==> config.mk <==
export PLATFORM = sky130hd
export DESIGN_NAME = frame_ctrl
export DESIGN_NICKNAME = d
export VERILOG_FILES = /design/src/rtl/frame_ctrl.sv
export SDC_FILE = /design/constraint.sdc
export NUM_CORES = 1
export LEC_CHECK = 0
export CAP_MARGIN = 30
export CORE_MARGIN = 4
export CORE_UTILIZATION = 25
export CTS_CLUSTER_DIAMETER = 120
export DETAILED_ROUTE_END_ITERATION = 10
export PLACE_DENSITY_LB_ADDON = 0.2
export SETUP_SLACK_MARGIN = 0.15
export SLEW_MARGIN = 0
export SYNTH_ARGS = -nofsm -noshare
export SYNTH_HDL_FRONTEND = slang
export SYNTH_SLANG_ARGS = --single-unit
==> constraint.sdc <==
create_clock -name i_clk -period 3.6 [get_ports i_clk]
set_input_delay 0.54 -clock i_clk [delete_from_list [all_inputs] [get_ports i_clk]]
set_output_delay 0.54 -clock i_clk [all_outputs]
set_load 0.05 [all_outputs]
==> src/rtl/frame_ctrl.sv <==
// Frame buffer sequencer: fills a DEPTH-byte frame from SPI RX, hands it to the
// processing engine, then drains it to SPI TX, with sticky error tracking.
//
// state | meaning
// IDLE  | pointers cleared, waiting for ssel low
// FILL  | writing received bytes at wr_ptr
// PROC  | engine owns the buffer, timeout timer running
// SEND  | transmitter armed, reading at rd_ptr
// DONE  | frame complete, count and pulse frame_done
module frame_ctrl #(
  parameter int DEPTH   = 64,
  parameter int AW      = 6,
  parameter int DW      = 8,
  parameter int TIMEOUT = 4096
) (
  input  logic          i_clk,
  input  logic          i_rst,
  input  logic          i_ssel,
  input  logic          i_rx_valid,
  input  logic [DW-1:0] i_rx_data,
  input  logic          i_proc_done,
  input  logic          i_tx_req,
  input  logic          i_err_clr,
  output logic          o_buf_we,
  output logic [AW-1:0] o_buf_waddr,
  output logic [DW-1:0] o_buf_wdata,
  output logic [AW-1:0] o_buf_raddr,
  output logic          o_proc_start,
  output logic          o_tx_arm,
  output logic          o_busy,
  output logic          o_frame_done,
  output logic [7:0]    o_frame_count,
  output logic          o_err_short,
  output logic          o_err_overrun,
  output logic          o_err_timeout
);

  localparam int TW = $clog2(TIMEOUT + 1);

  typedef enum logic [2:0] {S_IDLE, S_FILL, S_PROC, S_SEND, S_DONE} state_t;

  state_t        r_state, w_state_nxt;
  logic [AW-1:0] r_wr_ptr, w_wr_ptr_nxt;
  logic [AW-1:0] r_rd_ptr, w_rd_ptr_nxt;
  logic [TW-1:0] r_tmr, w_tmr_nxt;

  logic          r_buf_we, w_buf_we;
  logic [AW-1:0] r_buf_waddr, w_buf_waddr;
  logic [DW-1:0] r_buf_wdata, w_buf_wdata;
  logic          r_proc_start, w_proc_start;
  logic          r_tx_arm, w_tx_arm;
  logic          r_busy, w_busy;
  logic          r_frame_done, w_frame_done;
  logic [7:0]    r_frame_count;
  logic          r_err_short, w_set_short;
  logic          r_err_overrun, w_set_overrun;
  logic          r_err_timeout, w_set_timeout;

  logic w_last_wr, w_last_rd, w_tmr_tc;

  assign w_last_wr = (r_wr_ptr == AW'(DEPTH - 1));
  assign w_last_rd = (r_rd_ptr == AW'(DEPTH - 1));
  assign w_tmr_tc  = (r_tmr == '0);

  always_ff @(posedge i_clk or posedge i_rst) begin
    if (i_rst) begin
      r_state       <= S_IDLE;
      r_wr_ptr      <= '0;
      r_rd_ptr      <= '0;
      r_tmr         <= '0;
      r_buf_we      <= 1'b0;
      r_buf_waddr   <= '0;
      r_buf_wdata   <= '0;
      r_proc_start  <= 1'b0;
      r_tx_arm      <= 1'b0;
      r_busy        <= 1'b0;
      r_frame_done  <= 1'b0;
      r_frame_count <= '0;
      r_err_short   <= 1'b0;
      r_err_overrun <= 1'b0;
      r_err_timeout <= 1'b0;
    end else begin
      r_state      <= w_state_nxt;
      r_wr_ptr     <= w_wr_ptr_nxt;
      r_rd_ptr     <= w_rd_ptr_nxt;
      r_tmr        <= w_tmr_nxt;
      r_buf_we     <= w_buf_we;
      r_buf_waddr  <= w_buf_waddr;
      r_buf_wdata  <= w_buf_wdata;
      r_proc_start <= w_proc_start;
      r_tx_arm     <= w_tx_arm;
      r_busy       <= w_busy;
      r_frame_done <= w_frame_done;
      if (w_frame_done) r_frame_count <= r_frame_count + 8'd1;
      // err_clr wins over any error raised in the same cycle
      if (i_err_clr) begin
        r_err_short   <= 1'b0;
        r_err_overrun <= 1'b0;
        r_err_timeout <= 1'b0;
      end else begin
        r_err_short   <= r_err_short   | w_set_short;
        r_err_overrun <= r_err_overrun | w_set_overrun;
        r_err_timeout <= r_err_timeout | w_set_timeout;
      end
    end
  end

  always_comb begin
    w_state_nxt = r_state;
    case (r_state)
      S_IDLE: if (!i_ssel) w_state_nxt = S_FILL;
      S_FILL: begin
        if (i_rx_valid && w_last_wr) w_state_nxt = S_PROC;
        else if (i_ssel)             w_state_nxt = S_IDLE;
      end
      S_PROC: begin
        if (i_proc_done)   w_state_nxt = S_SEND;
        else if (w_tmr_tc) w_state_nxt = S_IDLE;
      end
      S_SEND: if (i_tx_req && w_last_rd) w_state_nxt = S_DONE;
      S_DONE: w_state_nxt = S_IDLE;
      default: w_state_nxt = S_IDLE;
    endcase
  end

  always_comb begin
    w_wr_ptr_nxt  = r_wr_ptr;
    w_rd_ptr_nxt  = r_rd_ptr;
    w_tmr_nxt     = r_tmr;
    w_buf_we      = 1'b0;
    w_buf_waddr   = r_buf_waddr;
    w_buf_wdata   = r_buf_wdata;
    w_proc_start  = 1'b0;
    w_set_short   = 1'b0;
    w_set_overrun = 1'b0;
    w_set_timeout = 1'b0;
    case (r_state)
      S_IDLE: w_set_overrun = i_rx_valid && !i_ssel;
      S_FILL: begin
        // timer is preloaded so the first PROC cycle sees the full count
        w_tmr_nxt = TW'(TIMEOUT);
        if (i_rx_valid) begin
          w_buf_we    = 1'b1;
          w_buf_waddr = r_wr_ptr;
          w_buf_wdata = i_rx_data;
          if (!w_last_wr) w_wr_ptr_nxt = r_wr_ptr + 1'b1;
        end
        w_set_short = i_ssel && !(i_rx_valid && w_last_wr) &&
                      (i_rx_valid || (r_wr_ptr != '0));
      end
      S_PROC: begin
        w_proc_start  = (r_tmr == TW'(TIMEOUT));
        w_set_overrun = i_rx_valid && !i_ssel;
        w_set_timeout = w_tmr_tc && !i_proc_done;
        if (!w_tmr_tc)   w_tmr_nxt = r_tmr - 1'b1;
        if (i_proc_done) w_rd_ptr_nxt = '0;
      end
      S_SEND: begin
        w_set_overrun = i_rx_valid && !i_ssel;
        if (i_tx_req && !w_last_rd) w_rd_ptr_nxt = r_rd_ptr + 1'b1;
      end
      S_DONE: w_set_overrun = i_rx_valid && !i_ssel;
      default: ;
    endcase
    if (w_state_nxt == S_IDLE) begin
      w_wr_ptr_nxt = '0;
      w_rd_ptr_nxt = '0;
    end
  end

  assign w_tx_arm     = (w_state_nxt == S_SEND);
  assign w_busy       = (w_state_nxt != S_IDLE);
  assign w_frame_done = (r_state == S_SEND) && (w_state_nxt == S_DONE);

  assign o_buf_we      = r_buf_we;
  assign o_buf_waddr   = r_buf_waddr;
  assign o_buf_wdata   = r_buf_wdata;
  assign o_buf_raddr   = r_rd_ptr;
  assign o_proc_start  = r_proc_start;
  assign o_tx_arm      = r_tx_arm;
  assign o_busy        = r_busy;
  assign o_frame_done  = r_frame_done;
  assign o_frame_count = r_frame_count;
  assign o_err_short   = r_err_short;
  assign o_err_overrun = r_err_overrun;
  assign o_err_timeout = r_err_timeout;

endmodule
==> metrics.txt <==
Post-synth EDFFs 0; final std cells w/o fill 463; top-level I/O count 51; CTS buffer count 9; CTS max path bufs 2; measured slew at the worst slew-check pin 705.9 ps; Int Pwr 1.770 mW; Leak 1.553 nW; CTS root buf clkbuf_8; Final Max Slew Viols 0; die extent in x 113.6 um; final setup vio count 0; Post-Synthesis Cell Area 0.002788 mm^2; async set-or-reset flop fraction in the synthesized netlist 1.000; Reg-to-Reg End o_buf_raddr[1]; Overflow after GRT 0; worst hold path class in2async; Post-Syn Area per Cell 10.76 um^2; reg-to-reg slack, setup 1030 ps; # diodes 0; Seq pwr share 0.326; P&R area growth vs syn 31.87%; Core ar. 0.01089 mm^2; vias in the first global route 2282; clk_lat worst skew 340 ps; Cells after Synth 259; worst IR drop on VDD 0.3493 mV; most common cell after layout, fill and taps aside dfrtp_1; Die Footprint 0.01290 mm^2; number of cells on the worst reg-to-reg path 5; Port Buffers 50; # rows 38; Sw Share 0.4264; Final Hold Fails 0; Final Skew 7.745 ps; crit end category flop; largest net degree at the start of global routing 32; average wire per standard cell 14.18 um; WS Path Type reg2reg; max cap viols 0; Vias 2146; drt pass-1 iters 4; DRT antenna net count 0; Yosys cell types 51; # hold bufs at CTS 0; RSZ-0062 raised after global routing false; Period minus WS final 2566 ps; most frequent cells in the layout dfrtp_1, clkdlybuf4s50_1, nand2_1; GRT Util Overall 0.1105; Iter 0 DRT Violations 107; Post-DP HPWL 4.632 mm; part of the cycle the worst path needs 0.7129; setup bufs post-CTS 0; total negative slack 0 ps; status completed; synth warn 0; Max H-tree Level 3; vias per cell 4.635; PwrDens 839.5 mW/mm^2; CP arrival 2760 ps; # clock sinks 58; Net Switching 1.316 mW; TritonCTS clock tree built; synthesis-stage register bit count 58; GPL Wtd Cong 0.8285; CTS-repair resized insts 0; clock network fraction of total power 0.215; register area share after synthesis 0.5206; Placed Cells 447; height of the die 113.6 um; proportion of layout cells with a drive suffix above 1 0.1734; Worst Path Max Fanout 11; drt drc 0; CP Launch Type flop; initial antenna violation count 0; worst path required time 3790 ps; Max transition margin 0.5259; Comb pwr share 0.459; Final nets 339; Synth Flop Type dfrtp_1; fmax 0.3896 GHz; Post-Route WL 6.565 mm; first-pass GRT wire length 11.36 mm; clk slew on worst S/H paths 70 ps; worst r2r src r_tmr[4]; Syn Nets 280; initial core utilization 0.2560
## power by group through the flow
stage          clock network, mW  registers [mW]  logic, mW
2_1_floorplan                  0            1.34      0.685
3_3_place_gp                   0            1.02       1.42
3_5_place_dp                   0            1.02       1.43
4_1_cts                    0.694            1.01       1.43
5_1_grt                    0.722            1.04       1.56
6_report                   0.665            1.01       1.42
## critical path, stage by stage, from the launching register on
cell and delay, ps:
dfrtp_1 440, or4_4 600, nand4b_4 260, and2_4 250, nor4_4 660, o21ai_0 210
## how the worst max path moves through the flow
stage,start,end,slack (ps),cells past startpoint
2_1_floorplan,o_buf_raddr[0],o_frame_count[7],1360,6
5_1_grt,r_tmr[4],o_buf_raddr[1],850,5
3_5_place_dp,i_proc_done,o_buf_raddr[1],820,6
3_3_place_gp,i_proc_done,o_buf_raddr[1],900,6
6_report,r_tmr[4],o_buf_raddr[1],1030,5
4_1_cts,r_tmr[4],o_buf_raddr[1],1020,5
## stage by stage
stage	setup slack, ps	utilization	power (mW)	hold slack (ps)	instance area (um^2)
floorplan	1355	-	2.026	502.3	2788
global placement	903.7	0.3176	2.438	462.8	3458
detailed placement	816.3	0.3176	2.441	465.8	3458
CTS	1020	0.3376	3.132	403.8	3676
global route	852.9	0.3376	3.320	424.2	3676
finish	1034	0.3376	3.086	411.9	3676
## kinds of logic after synthesis
kind of cell               after synthesis  share of synthesized area
muxes                                   14                    0.05655
xor gates and xnor gates                15                    0.04713
and+or+nand+nor                        104                     0.2181
AOI/OAI and AO/OA                       47                     0.1059
buffers and inverters                   15                    0.02468
adders and majority gates                6                    0.02693
DFF                                     58                     0.5206
## synthesized netlist by cell type, types with 2 or more instances
cell type   n  area (um^2)
dfrtp_1    58         1451
nand2_1    24        90.09
nor2_1     18        67.56
mux2_2     14        157.7
a21oi_1    13        65.06
o21ai_0    13        65.06
nand4_1    10        62.56
inv_1       9        33.78
xor2_1      8        70.07
nand3_1     7        35.03
xnor2_1     7        61.31
ha_1        6        75.07
nor3_1      6        30.03
a31oi_1     4        25.02
and3_1      4        25.02
clkbuf_1    4        15.01
nand2b_1    4        25.02
or2_2       4        25.02
or3_1       4        25.02
o21ai_2     3        26.28
a41oi_1     2        17.52
and2b_2     2        17.52
and4_1      2        17.52
nor4_1      2        12.51
o211ai_1    2        15.01
o31a_1      2        17.52
o31ai_1     2        15.01
or3_2       2        15.01
## sequential cells by signal, indices dropped and copies added, names as in the netlist, 3 cells and up
| register | count |
|---|---|
| r_tmr | 13 |
| o_buf_raddr | 6 |
| o_frame_count | 8 |
| o_buf_wdata | 8 |
| r_state | 3 |
| o_buf_waddr | 6 |
| r_wr_ptr | 6 |
## cell type report
cell class | count | area (um^2)
repair buffers | 54 | 530.5
well taps | 140 | 175.2
clock inverters | 7 | 93.84
inverters | 9 | 33.78
clock buffers | 9 | 123.9
fillers | 1105 | 7212
multi-input cells | 186 | 1267
flip-flops and latches | 58 | 1451
## layer usage
metal	vias to the layer above	track usage	routed length [um]	share of wire
li1	1048	-	-	-
met1	1038	0.1508	3231	0.49
met2	54	0.1547	2835	0.43
met3	6	0.04138	417	0.064
met4	0	0.05048	80	0.012
met5	-	0	0	0
No activity file was read; power rests on OpenSTA's default activity.
